## src/rtl/pong_game_sequencer.sv

```systemverilog
// pong_game_sequencer: game-level Moore FSM for a two-player pong.
// It sequences attract/idle, serve countdown, play, pause, point hold and game over.
// It also keeps both scores, picks the serve direction and records the winner.
// Internal state is held in *_q registers. Every output port is a registered copy
// of that state, so outputs follow the sampling edge by one Clk.
//
// Ports
//   Clk         in   1  system clock
//   Reset       in   1  synchronous, active-high
//   frame_tick  in   1  one-Clk pulse per video frame
//   keycode     in   8  current keycode (level, 0 = none)
//   miss_left   in   1  ball passed left edge (player 1 missed)
//   miss_right  in   1  ball passed right edge (player 2 missed)
//   ball_reset  out  1  hold ball at centre
//   ball_en     out  1  allow ball motion
//   paddle_en   out  1  allow paddle motion
//   serve_dir   out  1  0 = toward player 1, 1 = toward player 2
//   score1      out  4  player 1 score
//   score2      out  4  player 2 score
//   game_over   out  1  high only in GAMEOVER
//   winner      out  1  0 = player 1, 1 = player 2
//   state       out  3  IDLE=0 SERVE=1 PLAY=2 PAUSE=3 POINT=4 GAMEOVER=5
`timescale 1ns/1ps
module pong_game_sequencer #(
   parameter int unsigned WIN_SCORE    = 7,
   parameter int unsigned SERVE_FRAMES = 60,
   parameter int unsigned POINT_FRAMES = 90,
   parameter logic [7:0]  KEY_START    = 8'h2C,
   parameter logic [7:0]  KEY_PAUSE    = 8'h13
) (
   input  logic       Clk,
   input  logic       Reset,
   input  logic       frame_tick,
   input  logic [7:0] keycode,
   input  logic       miss_left,
   input  logic       miss_right,
   output logic       ball_reset,
   output logic       ball_en,
   output logic       paddle_en,
   output logic       serve_dir,
   output logic [3:0] score1,
   output logic [3:0] score2,
   output logic       game_over,
   output logic       winner,
   output logic [2:0] state
);

   localparam int unsigned SCORE_W = 4;
   localparam int unsigned CNT_W   = 8;
   localparam logic [SCORE_W-1:0] WIN_VAL    = SCORE_W'(WIN_SCORE);
   localparam logic [CNT_W-1:0]   SERVE_LAST = CNT_W'(SERVE_FRAMES - 1);
   localparam logic [CNT_W-1:0]   POINT_LAST = CNT_W'(POINT_FRAMES - 1);

   typedef enum logic [2:0] {
      ST_IDLE     = 3'd0,
      ST_SERVE    = 3'd1,
      ST_PLAY     = 3'd2,
      ST_PAUSE    = 3'd3,
      ST_POINT    = 3'd4,
      ST_GAMEOVER = 3'd5
   } state_t;

   state_t               state_q;
   logic [CNT_W-1:0]     cnt_q;
   logic [SCORE_W-1:0]   score1_q;
   logic [SCORE_W-1:0]   score2_q;
   logic                 serve_dir_q;
   logic                 winner_q;
   logic                 start_hist_q;
   logic                 pause_hist_q;

   logic                 start_hit;
   logic                 pause_hit;
   logic                 start_press;
   logic                 pause_press;
   logic [SCORE_W-1:0]   score1_inc;
   logic [SCORE_W-1:0]   score2_inc;

   // Rising-edge key detect; history regs come out of reset set so a held key is ignored.
   assign start_hit   = (keycode == KEY_START);
   assign pause_hit   = (keycode == KEY_PAUSE);
   assign start_press = start_hit && !start_hist_q;
   assign pause_press = pause_hit && !pause_hist_q;
   assign score1_inc  = score1_q + SCORE_W'(1);
   assign score2_inc  = score2_q + SCORE_W'(1);

   // State, counter, scores, and the registered Moore outputs.
   always_ff @(posedge Clk) begin
      if (Reset) begin
         state_q      <= ST_IDLE;
         cnt_q        <= '0;
         score1_q     <= '0;
         score2_q     <= '0;
         serve_dir_q  <= 1'b0;
         winner_q     <= 1'b0;
         start_hist_q <= 1'b1;
         pause_hist_q <= 1'b1;
         ball_reset   <= 1'b1;
         ball_en      <= 1'b0;
         paddle_en    <= 1'b0;
         game_over    <= 1'b0;
         serve_dir    <= 1'b0;
         score1       <= '0;
         score2       <= '0;
         winner       <= 1'b0;
         state        <= 3'(ST_IDLE);
      end else begin
         start_hist_q <= start_hit;
         pause_hist_q <= pause_hit;

         unique case (state_q)
            ST_IDLE: begin
               if (start_press) begin
                  state_q     <= ST_SERVE;
                  cnt_q       <= '0;
                  score1_q    <= '0;
                  score2_q    <= '0;
                  serve_dir_q <= 1'b0;
               end
            end
            ST_SERVE: begin
               if (frame_tick) begin
                  if (cnt_q == SERVE_LAST) begin
                     state_q <= ST_PLAY;
                     cnt_q   <= '0;
                  end else begin
                     cnt_q <= cnt_q + CNT_W'(1);
                  end
               end
            end
            ST_PLAY: begin
               // A miss outranks a pause press in the same cycle; a double miss is a void point.
               if (miss_left && miss_right) begin
                  state_q <= ST_POINT;
                  cnt_q   <= '0;
               end else if (miss_right) begin
                  score1_q    <= score1_inc;
                  serve_dir_q <= 1'b1;
                  cnt_q       <= '0;
                  if (score1_inc == WIN_VAL) begin
                     state_q  <= ST_GAMEOVER;
                     winner_q <= 1'b0;
                  end else begin
                     state_q <= ST_POINT;
                  end
               end else if (miss_left) begin
                  score2_q    <= score2_inc;
                  serve_dir_q <= 1'b0;
                  cnt_q       <= '0;
                  if (score2_inc == WIN_VAL) begin
                     state_q  <= ST_GAMEOVER;
                     winner_q <= 1'b1;
                  end else begin
                     state_q <= ST_POINT;
                  end
               end else if (pause_press) begin
                  state_q <= ST_PAUSE;
                  cnt_q   <= '0;
               end
            end
            ST_PAUSE: begin
               if (pause_press) begin
                  state_q <= ST_PLAY;
                  cnt_q   <= '0;
               end
            end
            ST_POINT: begin
               if (frame_tick) begin
                  if (cnt_q == POINT_LAST) begin
                     state_q <= ST_SERVE;
                     cnt_q   <= '0;
                  end else begin
                     cnt_q <= cnt_q + CNT_W'(1);
                  end
               end
            end
            ST_GAMEOVER: begin
               if (start_press) begin
                  state_q     <= ST_SERVE;
                  cnt_q       <= '0;
                  score1_q    <= '0;
                  score2_q    <= '0;
                  serve_dir_q <= 1'b0;
               end
            end
            default: begin
               state_q <= ST_IDLE;
               cnt_q   <= '0;
            end
         endcase

         // Output stage: decode of the current state register.
         ball_reset <= (state_q == ST_IDLE) || (state_q == ST_SERVE);
         ball_en    <= (state_q == ST_PLAY);
         paddle_en  <= (state_q == ST_SERVE) || (state_q == ST_PLAY);
         game_over  <= (state_q == ST_GAMEOVER);
         serve_dir  <= serve_dir_q;
         score1     <= score1_q;
         score2     <= score2_q;
         winner     <= winner_q;
         state      <= 3'(state_q);
      end
   end

endmodule
```

## config.mk

```make
export PLATFORM = sky130hd
export DESIGN_NAME = pong_game_sequencer
export DESIGN_NICKNAME = d
export VERILOG_FILES = /design/src/rtl/pong_game_sequencer.sv
export SDC_FILE = /design/constraint.sdc
export NUM_CORES = 1
export LEC_CHECK = 0
export CAP_MARGIN = 20
export CORE_ASPECT_RATIO = 1.1
export CORE_MARGIN = 1.5
export CORE_UTILIZATION = 30
export DETAILED_ROUTE_END_ITERATION = 10
export SYNTH_ARGS = -nofsm -noshare
export SYNTH_HDL_FRONTEND = slang
export SYNTH_SLANG_ARGS = --single-unit
```

## constraint.sdc

```tcl
create_clock -name Clk -period 2.5 [get_ports Clk]
set_clock_uncertainty 0.2 [all_clocks]
set_input_delay 0.375 -clock Clk [delete_from_list [all_inputs] [get_ports Clk]]
set_output_delay 0.375 -clock Clk [all_outputs]
set_load 0.05 [all_outputs]
```

==> impl_metrics.yaml, run 1 <==
outcome:
  status: "finished, final reports clean"
power:
  power_density_nw_per_um2: 489
  vdd_drop_max_mv: 0.204
  finalPower_mw: 1.24
  p_leak_nw: 0.908
grt:
  track_usage_pct: 13.6
  grt-ovfl-total: 0
  antenna_found_initial: 0
  grt_max_degree: 30
  grt_pass1_wl_mm: 7.26
  first_global_vias: 1586
clocking:
  clock_latency_ns: 0.30
  cts_buffers: 5
  clock-sinks: 40
  cts_tree: "yes"
  h-tree-depth: 2
  clk_pin_slew_ns: 0.08
  clockBufferDepth: 2
  hold_buffers: 0
  cts_root_buf: "clkbuf_8"
route:
  vias: 1702
  vias_per_cell: 4.98
  ant_nets: 0
  drc: 0
  drt_iter0_drc: 73
  wl_per_cell_um: 12.5
  dr.pass1.iters: 4
  drt_wl_total_mm: 4.28
sta:
  slew_viol_final: 0
  hold_viol_final: 0
  rsz0062_at_grt: "false"
  max-slew-margin-rel_pct: 65.2
  whs_ns: 0.204
  tightest_slew_ns: 0.521
  finalSetupTns_ns: 0
  setup_viol: 0
  finalCriticalPeriod_ns: 2.42
  fin_crit_sh_pct: 96.7
  setup_slack_ns: 0.0830
  max_freq_ghz: 0.414
worst_hold_path:
  whs_path_depth: 3
  min_to: "pause_hist_q"
  hp-class: "primary input to flip-flop"
  min_from: "keycode[3]"
setup_path:
  crit_chain: "clkdlybuf4s50_1, or4_4, or4_4, and2_4, o31a_1, o32ai_2"
  reg2reg_depth: 5
  cp_slowest_cell: "or4_4"
  end_kind: "flip-flop"
  rr_endpoint: "cnt_q[6]"
  crit_top_cell: "or4_4"
  reg2reg_from: "state_q[2]"
  path_class: "primary input to flip-flop"
  reg2reg_slack_ns: 0.31
  cp-start-kind: "primary input"
  critPathArrivalTime_ns: 2.43
  crit_required_ns: 2.51
  slowest_delay_ns: 0.52
  cp_max_fo: 7
floorplan:
  die_h_um: 86.5
  rows: 30
  die-area_sq_um: 6820
  fp.dieW_um: 78.9
  start_util_pct: 30.9
  ios: 30
  coreArea_sq_um: 6160
synth:
  synthFlopType: "dfxtp_1"
  synth_cell_types: 51
  synth_nets: 238
  async_flop_share_pct: 0
  ys_seq_elements: 40
  synth_enable_flop_cells: 0
  synth_area_sq_um: 1900
  syn_avg_cell_area_sq_um: 8.68
  synth_cells: 219
  yosysSeqAreaShare_pct: 42.1
  yosys_warnings: 0
final_layout:
  num-fill-cells: 632
  layout_commonest_cell: "dfxtp_1"
  n_antenna_cell: 0
  drive_above_1_share_pct: 15.3
  fin_area_sq_um: 2530
  instances_no_fill: 342
  nets: 280
  finalCoreUtilization_pct: 41.0
  layout_common_cells: "40 x dfxtp_1, 24 x clkdlybuf4s50_1, 20 x nor2_1, 18 x nand2_1, 15 x buf_4"
  areaGrowthSynthToFinish_pct: 32.9
placed_design:
  place_ws_ns: -0.399
  placed_cells: 332
  placed_area_sq_um: 2350
  place_congestion: 0.862
  portBuffers: 29
  place.detailed.hpwl_mm: 3.02
run:
  cap_violations: 0
[area by class of cell]
| cell class | count | area, sq um | area share, % |
|---|---|---|---|
| Timing Repair Buffer | 45 | 427 | 16.9 |
| Clock buffer | 5 | 68.8 | 2.72 |
| Sequential cell | 40 | 801 | 31.7 |
| Tap cell | 80 | 100 | 3.96 |
| Inverter | 7 | 26.3 | 1.04 |
| Multi-Input combinational cell | 162 | 1060 | 41.8 |
| Clock inverter | 3 | 47.5 | 1.88 |
[Yosys cell counts (2+ instances only)]
| cell type | count | area share, % |
|---|---|---|
| o21a_1 | 3 | 1.2 |
| or3_1 | 3 | 0.99 |
| nor2b_1 | 14 | 4.6 |
| a21oi_1 | 14 | 3.7 |
| a32o_1 | 2 | 1.1 |
| or3b_2 | 3 | 1.4 |
| or2_2 | 2 | 0.66 |
| or4_4 | 2 | 1.2 |
| nand2b_1 | 8 | 2.6 |
| inv_1 | 6 | 1.2 |
| nor2_1 | 20 | 3.9 |
| mux2i_1 | 3 | 1.6 |
| a31oi_1 | 2 | 0.66 |
| nand3_1 | 6 | 1.6 |
| a211oi_1 | 2 | 0.79 |
| clkbuf_1 | 7 | 1.4 |
| o31ai_1 | 2 | 0.79 |
| a311oi_1 | 2 | 0.92 |
| nand2_1 | 18 | 3.6 |
| or4_1 | 2 | 0.79 |
| dfxtp_1 | 40 | 42 |
| ha_1 | 6 | 3.9 |
| nor3_1 | 8 | 2.1 |
| o32ai_1 | 3 | 1.4 |
| xnor2_1 | 3 | 1.4 |
| o21ai_0 | 11 | 2.9 |
| and3_1 | 3 | 0.99 |
[worst max-delay path by stage]
stage,from,endpoint
CTS,keycode[0],cnt_q[6]
global route,keycode[4],cnt_q[2]
finish,keycode[4],cnt_q[6]
floorplan,keycode[3],cnt_q[5]
detailed placement,keycode[3],state_q[0]
global placement,keycode[3],cnt_q[5]
[per-layer routing]
layer | routed length (um) | track usage, % | vias up | share of wire (%)
met1 | 1990 | 16.7 | 785 | 47
met3 | 192 | 3.79 | 2 | 4.5
met2 | 2050 | 22.5 | 44 | 48
met4 | 38 | 5.26 | 0 | 0.89
li1 | - | - | 871 | -
met5 | 0 | 0 | - | 0
[kinds of logic (layout without fill, tap and decap cells)]
family	count (synthesis)	in the layout	synth area share (%)
and+or+nand+nor	96	96	27.4
AOI/OAI and AO/OA	52	52	18.8
DFF	40	40	42.1
buffers and inverters	17	60	3.69
adders and majority gates	6	6	3.95
xor gates and xnor gates	4	4	1.84
muxes	4	4	2.17
[critical path: cells and delay by family]
family          cells  cell delay (ns)
simple gates        3             1.16
compound gates      2             0.47
buf+inv             1             0.42
[where the power goes]
| group | internal [mW] | switching [mW] | leakage [nW] |
|---|---|---|---|
| logic | 0.0273 | 0.0265 | 0.527 |
| clock network | 0.301 | 0.242 | 0.0583 |
| registers | 0.638 | 0.000798 | 0.323 |
| total | 0.966 | 0.270 | 0.908 |
[repair_timing]
action	in CTS	in global routing
setup buffers	0	2
gates resized for setup	4	12
gates cloned	0	0
endpoints found under the setup margin	8	9
pin swaps	1	3
[flip-flops by register name, indices dropped and copies added (netlist names)]
name	cells
cnt_q	8
score1	4
score1_q	4
score2	4
score2_q	4
state	3
state_q	3
ball_en	1
ball_reset	1
game_over	1
paddle_en	1
pause_hist_q	1
serve_dir	1
serve_dir_q	1
start_hist_q	1
winner	1
winner_q	1
(Power assumes the default switching activity.)
==> run 2, diff against run 1 <==
--- a/config.mk
+++ b/config.mk
@@ -9,7 +9,9 @@
 export CORE_ASPECT_RATIO = 1.1
 export CORE_MARGIN = 1.5
 export CORE_UTILIZATION = 30
+export CTS_CLUSTER_SIZE = 20
 export DETAILED_ROUTE_END_ITERATION = 10
+export PLACE_DENSITY = 0.5
 export SYNTH_ARGS = -nofsm -noshare
 export SYNTH_HDL_FRONTEND = slang
 export SYNTH_SLANG_ARGS = --single-unit
==> run 2 against run 1 <==
  * Clock power fell by 3.9%
  * Highest routed layer unchanged
  * Sequential share of layout area fell by 0.33 points
  * Register-to-register slack improved by 0.02 ns
  * Die area did not move
  * Fmax rose by 6.1%
  * Power fell by 1.5%
  * Global-route usage rose by 0.11 points
  * Non-clock buffer count rose by 3
  * Clock-buffer cell count rose by 1
  * First-iteration DRC count rose by 15%
==> impl_metrics.yaml, run 2 (synthesized netlist as in run 1, its figures left out) <==
route:
  drt_iter0_drc: 84
  drc: 0
  vias_per_cell: 4.95
  wl_per_cell_um: 12.7
  drt_wl_total_mm: 4.38
  ant_nets: 0
  dr.pass1.iters: 4
  vias: 1707
final_layout:
  drive_above_1_share_pct: 15.5
  instances_no_fill: 345
  largest_reg_flops: 8
  regMostFlops: "cnt_q"
  layout_common_cells: "40 x dfxtp_1, 21 x clkdlybuf4s50_1, 20 x nor2_1, 18 x nand2_1, 16 x buf_4"
  nets: 283
  layout_commonest_cell: "dfxtp_1"
  n_antenna_cell: 0
  areaGrowthSynthToFinish_pct: 34.3
grt:
  grt_max_degree: 16
  grt-ovfl-total: 0
  first_global_vias: 1552
  track_usage_pct: 13.7
  grt_pass1_wl_mm: 7.36
  antenna_found_initial: 0
clocking:
  clk_pin_slew_ns: 0.08
  clock_latency_ns: 0.29
  h-tree-depth: 2
  cts_root_buf: "clkbuf_8"
  cts_buffers: 5
  cts_tree: "yes"
  clockBufferDepth: 2
  clock-sinks: 40
  hold_buffers: 0
setup_path:
  crit_family: "simple AND/OR/NAND/NOR gates"
  cp_slowest_cell: "or4_4"
  crit_top_cell: "or4_4"
  crit_chain: "dlymetal6s2s_1, or4_4, or4_4, a22oi_2, buf_2, o32a_2, nor2_1"
  worst-path-buf-inv: 2
  cp-start-kind: "primary input"
  cp_max_fo: 5
  path_class: "primary input to flip-flop"
  slowest_delay_ns: 0.56
  end_kind: "flip-flop"
  crit_required_ns: 2.49
  critPathArrivalTime_ns: 2.26
  reg2reg_slack_ns: 0.33
floorplan:
  fp.dieW_um: 78.9
  die_h_um: 86.5
  start_util_pct: 30.9
  die-area_sq_um: 6820
  rows: 30
  coreArea_sq_um: 6160
  ios: 30
worst_hold_path:
  hp-class: "primary input to flip-flop"
placed_design:
  place_congestion: 0.835
  place.detailed.hpwl_mm: 3.19
  portBuffers: 29
  placed_cells: 333
sta:
  fin_crit_sh_pct: 91.1
  rsz0062_at_grt: "false"
  finalSetupTns_ns: 0
  whs_ns: 0.213
  finalCriticalPeriod_ns: 2.28
  slew_viol_final: 0
  max_freq_ghz: 0.439
  setup_viol: 0
  max-slew-margin-rel_pct: 65.8
  hold_viol_final: 0
  tightest_slew_ns: 0.510
power:
  internal_power_uw: 964
  vdd_drop_max_mv: 0.181
  p_leak_nw: 0.951
  finalPower_mw: 1.22
  p_switching_uw: 254
  power_density_nw_per_um2: 477
  pwr-share-comb_pct: 4.6
  switching_share_pct: 20.9
  seqPwrFrac_pct: 52.5
  clkPwrFrac_pct: 42.9
run:
  cap_violations: 0
outcome:
  status: "finished, final reports clean"
[run 2: changes by cell type in the layout (fill, tap and decap cells not counted), sizes merged]
cell           delta
clkdlybuf4s50     -3
dlymetal6s2s      +3
clkinv            -1
clkbuf            +1
buf               +3
[run 2: power groups by stage]
stage	sequential (mW)	clock, mW	combinational [mW]
2_1_floorplan	0.654	0	0.0200
3_3_place_gp	0.654	0	0.0570
3_5_place_dp	0.654	0	0.0568
4_1_cts	0.639	0.539	0.0570
5_1_grt	0.640	0.575	0.0619
6_report	0.639	0.522	0.0564
[run 2: final timing paths]
check,from,end,depth (start not counted)
max,keycode[0],cnt_q[1],7
min,keycode[6],pause_hist_q,3
max reg2reg,state_q[2],cnt_q[2],5
min reg2reg,winner_q,winner,1
[run 2: cell type report]
type	count	area, sq um
clock buffer	6	72.6
sequential	40	801
timing repair buffer	48	467
inverter	7	26.3
multi-input combinational	162	1050
clock inverter	2	35.0
tap	80	100
fill	632	3600
[run 2: metrics by stage]
step	worst slack, ns	utilization (%)	cell area (sq um)
2_1_floorplan	0.120	-	1900
3_3_place_gp	-0.349	38.5	2370
3_5_place_dp	-0.396	38.5	2370
4_1_cts	0.00952	40.5	2500
5_1_grt	0.159	41.5	2550
6_report	0.221	41.5	2550
[run 2: tightest hold or removal path: stages]
cell and delay (ns):
dlymetal6s2s_1 0.10, or2_2 0.12, o31ai_1 0.06
[run 2: layer usage]
metal / global-route usage [%] / wire [um]
met5: 0 / 0
met4: 5.42 / 76
met3: 3.58 / 192
met2: 21.2 / 1970
met1: 18.2 / 2140
[run 2: what timing repair did]
| action | in CTS | in global routing |
|---|---|---|
| buffers inserted | 0 | 3 |
| pin swaps | 1 | 8 |
| setup endpoints to repair | 8 | 8 |
| gates cloned | 0 | 1 |
| gates resized for setup | 5 | 13 |
